==> config.mk <==
export PLATFORM = sky130hd
export DESIGN_NAME = pipe_ctrl
export DESIGN_NICKNAME = d
export VERILOG_FILES = /design/src/rtl/pipe_ctrl_pkg.sv /design/src/rtl/pipe_ctrl_hazard_detect.sv /design/src/rtl/pipe_ctrl.sv
export SDC_FILE = /design/constraint.sdc
export NUM_CORES = 1
export LEC_CHECK = 0
export BUFFER_PORTS_ARGS = -buffer_cell sky130_fd_sc_hd__buf_2
export CORE_MARGIN = 1
export CORE_UTILIZATION = 44
export DETAILED_ROUTE_END_ITERATION = 7
export MAX_ROUTING_LAYER = met4
export PLACE_DENSITY = 0.88
export SETUP_SLACK_MARGIN = 0.4
export SYNTH_ARGS = -nofsm -noshare
export SYNTH_HDL_FRONTEND = slang
export SYNTH_SLANG_ARGS = --single-unit
==> constraint.sdc <==
create_clock -name clk -period 3 [get_ports clk]
set_input_delay 0.15 -clock clk [delete_from_list [all_inputs] [get_ports clk]]
set_output_delay 0.15 -clock clk [all_outputs]
set_load 0.05 [all_outputs]
==> src/rtl/pipe_ctrl_pkg.sv <==
// Shared definitions for the pipeline sequencing controller: FSM encodings,
// hold/flush bit positions and the common zero constants.
package pipe_ctrl_pkg;
  localparam int RegAddrBus = 5;
  localparam logic [31:0]           ZeroWord = 32'h0000_0000;
  localparam logic [RegAddrBus-1:0] ZeroReg  = '0;

  localparam int Hold_Pc   = 0;
  localparam int Hold_IfId = 1;
  localparam int Hold_IdEx = 2;

  localparam int Flush_IfId = 0;
  localparam int Flush_IdEx = 1;

  typedef enum logic [1:0] {
    PIPE_RUN    = 2'd0,
    PIPE_BUBBLE = 2'd1,
    PIPE_WAIT   = 2'd2,
    PIPE_REDIR  = 2'd3
  } pipe_state_e;

  typedef struct packed {
    logic [2:0]  hold;
    logic [1:0]  flush;
    logic        pc_load;
    logic [31:0] pc_target;
    logic        irq_ack;
    logic        timeout;
  } pipe_ctl_t;
endpackage

==> src/rtl/pipe_ctrl_hazard_detect.sv <==
// Load-use compare: the load in EX writes a register that ID is reading now.
module hazard_detect
  import pipe_ctrl_pkg::*;
(
  input  logic                  ld_valid,
  input  logic [RegAddrBus-1:0] ld_rd,
  input  logic [RegAddrBus-1:0] rs1,
  input  logic [RegAddrBus-1:0] rs2,
  output logic                  hazard
);
  // x0 is hardwired to zero, so a load into it never creates a dependency.
  assign hazard = ld_valid && (ld_rd != ZeroReg) && ((ld_rd == rs1) || (ld_rd == rs2));
endmodule

==> src/rtl/pipe_ctrl.sv <==
// Pipeline sequencing controller: arbitrates redirects, holds and load-use
// bubbles for the 3-stage core and drives per-stage hold/flush and PC load.
module pipe_ctrl
  import pipe_ctrl_pkg::*;
#(
  parameter int WAIT_MAX = 255
) (
  input  logic                  clk,
  input  logic                  rst,
  input  logic                  jump_flag_i,
  input  logic [31:0]           jump_addr_i,
  input  logic                  irq_req_i,
  input  logic [31:0]           irq_addr_i,
  input  logic                  ex_busy_i,
  input  logic                  bus_wait_i,
  input  logic                  ld_valid_i,
  input  logic [RegAddrBus-1:0] ld_rd_i,
  input  logic [RegAddrBus-1:0] id_rs1_i,
  input  logic [RegAddrBus-1:0] id_rs2_i,
  output logic [2:0]            hold_o,
  output logic [1:0]            flush_o,
  output logic                  pc_load_o,
  output logic [31:0]           pc_target_o,
  output logic                  irq_ack_o,
  output logic                  timeout_o,
  output logic [31:0]           stall_cnt_o
);
  localparam int WAIT_W = 8;

  pipe_state_e       state, state_nxt;
  logic [WAIT_W-1:0] wait_cnt;
  pipe_ctl_t         ctl;
  logic              hazard, hold_req;
  logic              do_jump, do_irq, do_hold, do_lu;

  hazard_detect u_hazard (
    .ld_valid (ld_valid_i),
    .ld_rd    (ld_rd_i),
    .rs1      (id_rs1_i),
    .rs2      (id_rs2_i),
    .hazard   (hazard)
  );

  always_comb begin
    hold_req = ex_busy_i | bus_wait_i;
    do_jump  = jump_flag_i;
    do_irq   = !do_jump && irq_req_i && (state == PIPE_RUN);
    do_hold  = !do_jump && !do_irq && hold_req;
    do_lu    = !do_jump && !do_irq && !hold_req && (state == PIPE_RUN) && hazard;
  end

  // Mealy decode; everything is forced to zero while reset is asserted.
  always_comb begin
    ctl           = '0;
    ctl.pc_target = ZeroWord;
    state_nxt     = PIPE_RUN;
    if (!rst) begin
      if (do_jump) begin
        ctl.pc_load           = 1'b1;
        ctl.pc_target         = jump_addr_i;
        ctl.flush[Flush_IfId] = 1'b1;
        ctl.flush[Flush_IdEx] = 1'b1;
        state_nxt             = PIPE_REDIR;
      end else if (do_irq) begin
        ctl.irq_ack           = 1'b1;
        ctl.pc_load           = 1'b1;
        ctl.pc_target         = irq_addr_i;
        ctl.flush[Flush_IfId] = 1'b1;
        ctl.flush[Flush_IdEx] = 1'b1;
        state_nxt             = PIPE_REDIR;
      end else if (do_hold) begin
        ctl.hold[Hold_Pc]   = 1'b1;
        ctl.hold[Hold_IfId] = 1'b1;
        ctl.hold[Hold_IdEx] = 1'b1;
        ctl.timeout         = (wait_cnt == WAIT_W'(WAIT_MAX - 1));
        state_nxt           = PIPE_WAIT;
      end else if (do_lu) begin
        ctl.hold[Hold_Pc]     = 1'b1;
        ctl.hold[Hold_IfId]   = 1'b1;
        ctl.flush[Flush_IdEx] = 1'b1;
        state_nxt             = PIPE_BUBBLE;
      end else if (state == PIPE_REDIR) begin
        // the synchronous fetch issued before the redirect is still in flight
        ctl.flush[Flush_IfId] = 1'b1;
      end
    end
  end

  assign hold_o      = ctl.hold;
  assign flush_o     = ctl.flush;
  assign pc_load_o   = ctl.pc_load;
  assign pc_target_o = ctl.pc_target;
  assign irq_ack_o   = ctl.irq_ack;
  assign timeout_o   = ctl.timeout;

  always_ff @(posedge clk or posedge rst) begin
    if (rst) begin
      state       <= PIPE_RUN;
      wait_cnt    <= '0;
      stall_cnt_o <= '0;
    end else begin
      state <= state_nxt;
      // counter parks at WAIT_MAX so the timeout pulse fires only once per hold
      if (!do_hold)
        wait_cnt <= '0;
      else if (wait_cnt != WAIT_W'(WAIT_MAX))
        wait_cnt <= wait_cnt + 1'b1;
      if (ctl.hold[Hold_Pc] && (stall_cnt_o != 32'hFFFF_FFFF))
        stall_cnt_o <= stall_cnt_o + 32'd1;
    end
  end
endmodule
==> metrics.txt, run 1 <==
# TYPE chip_impl_metric gauge
chip_impl_info{name="outcome",value="complete, no violations"} 1
chip_impl_metric{name="ctsHoldBuffers",unit=""} 0
chip_impl_metric{name="numClockSinks",unit=""} 42
chip_impl_metric{name="drcViolationCount",unit=""} 0
chip_impl_metric{name="reg2reg_slack",unit="ns"} 0.63
chip_impl_info{name="setup.worst_path.class",value="flop to output pin"} 1
chip_impl_metric{name="total_power",unit="mW"} 1.438
chip_impl_metric{name="grt_max_degree",unit=""} 43
chip_impl_metric{name="dieWidth",unit="microns"} 79.52
chip_impl_metric{name="yosysWarningCount",unit=""} 0
chip_impl_metric{name="synth_top_cell_area_share",unit="%"} 39.75
chip_impl_info{name="clock-root-buffer",value="clkbuf_8"} 1
chip_impl_metric{name="drive_gt1_share",unit="%"} 44.13
chip_impl_metric{name="p_per_area",unit="mW/mm^2"} 403.4
chip_impl_metric{name="timing.slew.headroom",unit="%"} 57.32
chip_impl_info{name="worst_r2r_endpoint",value="stall_cnt_o[1]$_DFFE_PP0P_"} 1
chip_impl_metric{name="dp_cells",unit=""} 492
chip_impl_metric{name="start_util",unit="%"} 46.86
chip_impl_metric{name="final_util",unit="%"} 63.18
chip_impl_metric{name="max-vdd-ir-drop",unit="uV"} 349.0
chip_impl_info{name="critical_path_slowest_stage_cell",value="dfrtp_1"} 1
chip_impl_metric{name="ios",unit=""} 158
chip_impl_metric{name="critPathArrivalTime",unit="ns"} 2.24
chip_impl_metric{name="netlist_area",unit="sq mm"} 0.002644
chip_impl_metric{name="timing_worst_slew_pin_value",unit="ns"} 0.6403
chip_impl_metric{name="finish.cell_count_without_fillers",unit=""} 498
chip_impl_metric{name="final-max-slew-violation-count",unit=""} 0
chip_impl_metric{name="areaGrowthSynthToFinish",unit="%"} 34.83
chip_impl_metric{name="finalClockSkew",unit="ns"} 0.002378
chip_impl_metric{name="grt_util_all_layers",unit="%"} 27.89
chip_impl_metric{name="synth-seq-cells",unit=""} 42
chip_impl_metric{name="netlist_instances",unit=""} 278
chip_impl_metric{name="detailedRoute.firstIterationViolations",unit=""} 183
chip_impl_metric{name="maximum_fanout_count_along_the_critical_path",unit=""} 18
chip_impl_metric{name="worst_slack",unit="ns"} 0.6134
chip_impl_metric{name="cpPeakStageDelay",unit="ns"} 0.40
chip_impl_info{name="r2r-start",value="stall_cnt_o[0]$_DFFE_PP0P_"} 1
chip_impl_metric{name="grt_first_pass_wirelength",unit="microns"} 12880
chip_impl_metric{name="synthesis.nets",unit=""} 367
chip_impl_metric{name="n_fill_cell",unit=""} 467
chip_impl_metric{name="power.static_leakage",unit="nW"} 1.887
chip_impl_metric{name="routed_wl",unit="microns"} 8793
chip_impl_metric{name="finish.net_count",unit=""} 516
chip_impl_metric{name="grt_pass1_vias",unit=""} 2577
chip_impl_info{name="setup.worst_path.end_class",value="output pin"} 1
chip_impl_metric{name="rr_worst_depth",unit=""} 6
chip_impl_info{name="worst_setup_path_endpoint",value="hold_o[1]"} 1
chip_impl_metric{name="dp_hpwl",unit="microns"} 6953
chip_impl_metric{name="hold_viol_final",unit=""} 0
chip_impl_metric{name="std_cell_rows",unit=""} 27
chip_impl_info{name="path_cells",value="nor3_1 > o211ai_1 > a211oi_2 > o21ai_4 > inv_1 > buf_4 > buf_2"} 1
chip_impl_metric{name="worstPathRequired",unit="ns"} 2.85
chip_impl_metric{name="tritoncts.num_buffers",unit=""} 5
chip_impl_metric{name="layout_min_cycle_time",unit="ns"} 2.387
chip_impl_metric{name="floorplan.die.height",unit="microns"} 79.52
chip_impl_metric{name="cts.clk_slew.worst_paths",unit="ns"} 0.07
chip_impl_metric{name="clk_path_buf_depth",unit=""} 2
chip_impl_info{name="tritoncts",value="done"} 1
chip_impl_info{name="critical_path.startpoint_type",value="flop"} 1
chip_impl_metric{name="antenna_violations_before_repair",unit=""} 0
chip_impl_metric{name="synth_seq_area_share",unit="%"} 39.75
chip_impl_metric{name="share_of_async_settable_or_async_resettable_flops_after_synthesis",unit="%"} 100.0
chip_impl_info{name="rsz_0062_raised_after_global_routing",value="no"} 1
chip_impl_metric{name="worst_skew_pair.late_latency",unit="ns"} 0.29
chip_impl_metric{name="syn_area_per_cell",unit="sq um"} 9.510
chip_impl_metric{name="die-area",unit="sq mm"} 0.006323
chip_impl_metric{name="port_buffers",unit=""} 157
chip_impl_metric{name="finalWeightedCongestion",unit=""} 0.8636
chip_impl_metric{name="cts_max_level",unit=""} 2
chip_impl_info{name="netlist.top_cell.by_area",value="dfrtp_1"} 1
chip_impl_metric{name="dp_worst_setup_slack",unit="ns"} 0.6687
chip_impl_info{name="worst_min_path_class",value="input pin to async pin"} 1
chip_impl_metric{name="report.final.setup_viol",unit=""} 0
chip_impl_metric{name="antenna-diode-count",unit=""} 0
chip_impl_metric{name="finalSetupTns",unit="ns"} 0
chip_impl_metric{name="distinct_cell_type_count_after_synthesis",unit=""} 43
chip_impl_info{name="ys.flop_type",value="dfrtp_1"} 1
chip_impl_metric{name="post_drt_wl_per_cell",unit="microns"} 17.66
chip_impl_metric{name="maxCapViolCount",unit=""} 0
chip_impl_info{name="critical_path.startpoint",value="state[1]$_DFF_PP0_"} 1
chip_impl_metric{name="number_of_synthesized_flops_with_an_enable_pin",unit=""} 0
chip_impl_metric{name="vias_per_cell",unit=""} 5.598
chip_impl_metric{name="finalCritPeriodShare",unit="%"} 79.55
chip_impl_metric{name="number_of_detailed_routing_iterations_run_before_antenna_repair",unit=""} 4
chip_impl_metric{name="drtAntennaViolNets",unit=""} 0
chip_impl_metric{name="overflow",unit=""} 0
chip_impl_info{name="synth.top_cells.by_area",value="dfrtp_1, a22o_1, xnor2_1, xor2_1, nand4_1"} 1
chip_impl_metric{name="timing.fmax",unit="MHz"} 419.0
chip_impl_metric{name="design.core.area",unit="sq mm"} 0.005642
chip_impl_metric{name="routed-via-count",unit=""} 2788
[metrics by stage]
stage | hold slack [ns] | cell area (sq um)
2_1_floorplan | 0.3747 | 2660
6_report | 0.09983 | 3565
5_1_grt | 0.1499 | 3565
3_3_place_gp | 0.4181 | 3475
4_1_cts | 0.1135 | 3557
3_5_place_dp | 0.4339 | 3475
[cells in the final DEF, fill, tap and decap left out, drive strengths merged]
master,n
a211oi,3
a21o,1
a21oi,5
a22o,32
a31oi,1
and2,3
and3,7
and4,3
buf,160
clkbuf,6
clkinvlp,1
dfrtp,42
ha,3
inv,2
mux2,1
nand2,16
nand2b,2
nand3,15
nand4,18
nand4b,1
nor2,19
nor2b,1
nor3,11
nor3b,2
nor4,9
nor4b,3
o2111ai,1
o211ai,1
o21ai,2
o22ai,1
or2,3
or3,1
or3b,1
or4,1
or4b,1
xnor2,25
xor2,22
[per-layer routing]
layer | vias up | track usage, % | share of wire [%] | wire, microns
met1 | 1350 | 30.86 | 39 | 3464
li1 | 1316 | - | - | -
met5 | - | - | 0 | 0
met3 | 10 | 6.743 | 7.7 | 675
met2 | 112 | 49.49 | 51 | 4501
met4 | 0 | 8.182 | 1.7 | 153
[layout make-up]
class | count | area (sq um) | share of cell area [%]
Inverter | 3 | 15.01 | 0.4212
Multi-Input combinational cell | 215 | 1518 | 42.58
Tap cell | 72 | 90.09 | 2.527
Sequential cell | 42 | 1051 | 29.48
Clock buffer | 6 | 82.58 | 2.317
Timing Repair Buffer | 160 | 808.3 | 22.67
[worst max-delay path, delay by kind of cell, from the launching register on]
kind            cells  cell delay (ns)
simple gates        1             0.22
compound gates      3             0.73
flops               1             0.40
buf+inv             3             0.59
[where the power goes]
| part | leakage [nW] | total, mW | switching [mW] | internal [mW] |
|---|---|---|---|---|
| combinational | 1.27 | 0.448 | 0.309 | 0.139 |
| clock | 0.0431 | 0.356 | 0.179 | 0.177 |
| sequential | 0.576 | 0.633 | 0.0386 | 0.595 |
| total | 1.89 | 1.44 | 0.526 | 0.911 |
[cells by family (layout without fill, tap and decap cells)]
kind of cell    after synthesis  count (layout)  synth area share (%)
fa+ha+maj                     3               3                 1.420
flops                        42              42                 39.75
xor+xnor                     47              47                 15.57
buf+inv                      21             169                 3.644
simple gates                117             117                 24.71
compound gates               47              47                 14.48
mux                           1               1                0.4259
[synth_stat cells (2+ instances only)]
cell type  number
a211oi_1        2
a21oi_1         5
a22o_1         32
and2_1          3
and3_1          6
and4_1          3
buf_2           2
buf_4           2
clkbuf_1       13
dfrtp_1        42
ha_1            3
inv_1           3
nand2_1        16
nand2b_1        2
nand3_1        15
nand4_1        18
nor2_1         19
nor3_1         10
nor3b_1         2
nor4_1          9
nor4b_1         2
or2_2           3
xnor2_1        25
xor2_1         22
[worst min path at each step]
stage                                  end  startpoint  cells past startpoint  slack [ns]
3_5_place_dp            state[1]$_DFF_PP0_         rst                      3        0.43
3_3_place_gp   stall_cnt_o[27]$_DFFE_PP0P_         rst                      3        0.42
2_1_floorplan           state[1]$_DFF_PP0_   ex_busy_i                      2        0.37
5_1_grt            wait_cnt[4]$_DFFE_PP0P_         rst                      3        0.15
6_report                state[1]$_DFF_PP0_         rst                      3         0.1
4_1_cts            wait_cnt[4]$_DFFE_PP0P_         rst                      3        0.11
[state kept, by name, indices dropped and copies added (netlist names)]
register     cells
state            2
wait_cnt         8
stall_cnt_o     32
[what timing repair did]
item / in CTS / in global routing
setup buffers: 0 / 0
endpoints found under the setup margin: 0 / 2
gates resized for setup: 0 / 1
Power figures use the tool's default switching activity.
==> run 2, diff against run 1 <==
- CORE_UTILIZATION: 44 -> 40
- PLACE_DENSITY: 0.88 -> 0.85
- clock period: 3 -> 1.95 ns (I/O delays scaled with it)
==> metrics.txt, run 2 (same netlist as run 1, synthesis figures left out) <==
# TYPE chip_impl_metric gauge
chip_impl_metric{name="finalClockSkew",unit="ns"} 0.01391
chip_impl_metric{name="dp_hpwl",unit="microns"} 6934
chip_impl_info{name="rsz_0062_raised_after_global_routing",value="yes"} 1
chip_impl_metric{name="port_buffers",unit=""} 157
chip_impl_metric{name="worstPathRequired",unit="ns"} 2.16
chip_impl_info{name="clock-root-buffer",value="clkbuf_8"} 1
chip_impl_metric{name="power_dissipated_by_switching_net_loads",unit="uW"} 993.0
chip_impl_metric{name="worst_slack",unit="ns"} -0.3502
chip_impl_metric{name="power.switching_fraction",unit="%"} 37.82
chip_impl_metric{name="final-max-slew-violation-count",unit=""} 0
chip_impl_metric{name="finalWeightedCongestion",unit=""} 0.9041
chip_impl_info{name="top_flop_regs",value="stall_cnt_o (32), wait_cnt (8), state (2)"} 1
chip_impl_info{name="critical_path.startpoint_type",value="flop"} 1
chip_impl_metric{name="design.core.area",unit="sq mm"} 0.006350
chip_impl_metric{name="drtAntennaViolNets",unit=""} 0
chip_impl_info{name="setup.worst_path.class",value="flop to flop"} 1
chip_impl_info{name="worst_min_path_class",value="input pin to async pin"} 1
chip_impl_metric{name="vias_per_cell",unit=""} 5.734
chip_impl_info{name="tritoncts",value="done"} 1
chip_impl_metric{name="dieWidth",unit="microns"} 83.30
chip_impl_metric{name="antenna-diode-count",unit=""} 0
chip_impl_metric{name="grt_pass1_vias",unit=""} 3240
chip_impl_metric{name="internal_power",unit="mW"} 1.633
chip_impl_metric{name="grt_max_degree",unit=""} 43
chip_impl_metric{name="power.static_leakage",unit="nW"} 2.524
chip_impl_metric{name="report.final.setup_viol",unit=""} 45
chip_impl_info{name="largest-register",value="stall_cnt_o"} 1
chip_impl_metric{name="cts_max_level",unit=""} 2
chip_impl_metric{name="routed-via-count",unit=""} 3217
chip_impl_metric{name="layout_min_cycle_time",unit="ns"} 2.300
chip_impl_metric{name="tritoncts.num_buffers",unit=""} 5
chip_impl_metric{name="timing.fmax",unit="MHz"} 434.7
chip_impl_metric{name="drive_gt1_share",unit="%"} 69.01
chip_impl_info{name="setup.worst_path.end_class",value="flop"} 1
chip_impl_metric{name="worst_skew_pair.late_latency",unit="ns"} 0.31
chip_impl_metric{name="drcViolationCount",unit=""} 0
chip_impl_metric{name="grt_first_pass_wirelength",unit="microns"} 17130
chip_impl_metric{name="finish.cell_count_without_fillers",unit=""} 561
chip_impl_metric{name="finalCritPeriodShare",unit="%"} 118.0
chip_impl_metric{name="post_drt_wl_per_cell",unit="microns"} 20.64
chip_impl_metric{name="std_cell_rows",unit=""} 29
chip_impl_metric{name="max-vdd-ir-drop",unit="uV"} 717.6
chip_impl_metric{name="finalSetupTns",unit="ns"} -3.327
chip_impl_metric{name="critPathArrivalTime",unit="ns"} 2.51
chip_impl_metric{name="p_per_area",unit="mW/mm^2"} 497.0
chip_impl_metric{name="cts.clk_slew.worst_paths",unit="ns"} 0.09
chip_impl_metric{name="met1Wirelength",unit="microns"} 4038
chip_impl_metric{name="share_clk_of_total_power",unit="%"} 22.2
chip_impl_metric{name="finish.net_count",unit=""} 572
chip_impl_metric{name="floorplan.die.height",unit="microns"} 83.30
chip_impl_metric{name="overflow",unit=""} 0
chip_impl_metric{name="largest_register_ffs",unit=""} 32
chip_impl_metric{name="whs",unit="ns"} 0.1055
chip_impl_metric{name="routed-wl-met3",unit="microns"} 720
chip_impl_info{name="final_cell_mix",value="buf_2, a22o_4, buf_8"} 1
chip_impl_info{name="failed_checks",value="negative setup slack"} 1
chip_impl_metric{name="ctsHoldBuffers",unit=""} 0
chip_impl_metric{name="route.met2.wl",unit="microns"} 6158
chip_impl_metric{name="maxCapViolCount",unit=""} 0
chip_impl_metric{name="hold_viol_final",unit=""} 0
chip_impl_metric{name="final_cell_area",unit="sq mm"} 0.005283
chip_impl_metric{name="combinational_power_share",unit="%"} 39.9
chip_impl_info{name="top_signal_layer_used",value="met4"} 1
chip_impl_metric{name="grt_util_all_layers",unit="%"} 32.73
chip_impl_metric{name="placed_cell_area",unit="sq mm"} 0.004068
chip_impl_info{name="layout.cells.most_common",value="buf_2"} 1
chip_impl_metric{name="routed_wl",unit="microns"} 11580
chip_impl_metric{name="maximum_fanout_count_along_the_critical_path",unit=""} 5
chip_impl_metric{name="ios",unit=""} 158
chip_impl_metric{name="timing.slew.headroom",unit="%"} 61.33
chip_impl_metric{name="areaGrowthSynthToFinish",unit="%"} 99.81
chip_impl_metric{name="number_of_detailed_routing_iterations_run_before_antenna_repair",unit=""} 4
chip_impl_metric{name="power.sequential.fraction",unit="%"} 37.9
chip_impl_metric{name="clk_path_buf_depth",unit=""} 2
chip_impl_metric{name="detailedRoute.firstIterationViolations",unit=""} 139
chip_impl_metric{name="timing_worst_slew_pin_value",unit="ns"} 0.5762
chip_impl_metric{name="numClockSinks",unit=""} 42
chip_impl_metric{name="dp_cells",unit=""} 522
chip_impl_metric{name="start_util",unit="%"} 41.64
chip_impl_metric{name="antenna_violations_before_repair",unit=""} 0
chip_impl_metric{name="die-area",unit="sq mm"} 0.006939
chip_impl_info{name="outcome",value="finished with violations"} 1
run 2: metal layers:
metal,vias to the layer above,global-route usage [%]
met5,-,-
li1,1439,-
met4,0,18.97
met2,170,57.90
met1,1565,35.04
met3,43,4.274
run 2: worst paths after layout:
kind	from	end	slack, ns	depth (start not counted)
min reg2reg	stall_cnt_o[21]$_DFFE_PP0P_	stall_cnt_o[21]$_DFFE_PP0P_	0.50	1
min in group clk	rst	state[1]$_DFF_PP0_	0.20	2
max	state[0]$_DFF_PP0_	stall_cnt_o[27]$_DFFE_PP0P_	-0.35	7
max in group asynchronous	rst	stall_cnt_o[10]$_DFFE_PP0P_	1.43	3
max reg2reg	state[0]$_DFF_PP0_	stall_cnt_o[27]$_DFFE_PP0P_	-0.35	7
min	rst	stall_cnt_o[15]$_DFFE_PP0P_	0.11	3
run 2: power groups by stage:
| stage | Sequential [mW] | Clock (mW) | Combinational (mW) |
|---|---|---|---|
| after floorplan | 1.13 | 0 | 0.417 |
| after global placement | 0.999 | 0 | 0.794 |
| after detailed placement | 1.00 | 0 | 0.809 |
| after CTS | 0.990 | 0.586 | 0.993 |
| after global routing | 1.00 | 0.620 | 1.09 |
| final | 0.995 | 0.582 | 1.05 |
run 2: area by class of cell:
class / instances / area, sq um
Timing Repair Buffer: 216 / 1837
Sequential cell: 42 / 1074
Inverter: 3 / 15.01
Clock inverter: 3 / 18.77
Clock buffer: 5 / 68.82
Fill cell: 334 / 1067
Tap cell: 77 / 96.34
Multi-Input combinational cell: 215 / 2173
run 2: what timing repair did:
item                                    4_1_cts  5_1_grt
pin swaps                                    37       25
endpoints found under the setup margin       74       75
buffers inserted                             23        6
resized for setup                           172       28
cloned                                        2        0
run 2: through the flow:
step	util, %	setup slack, ns	power (mW)
floorplan	-	-0.02930	1.551
CTS	80.30	-0.1202	2.569
global placement	64.06	-0.04364	1.792
detailed placement	64.06	-0.1161	1.811
global route	83.19	-0.4666	2.710
finish	83.19	-0.3502	2.626
run 2: worst max-delay path: stages, from the launching register on:
cell      delay, ns
dfrtp_1        0.42
nor3_2         0.22
o211ai_1       0.14
a211oi_2       0.35
o21ai_4        0.14
buf_4          0.19
nor4b_1        0.50
xor2_1         0.24
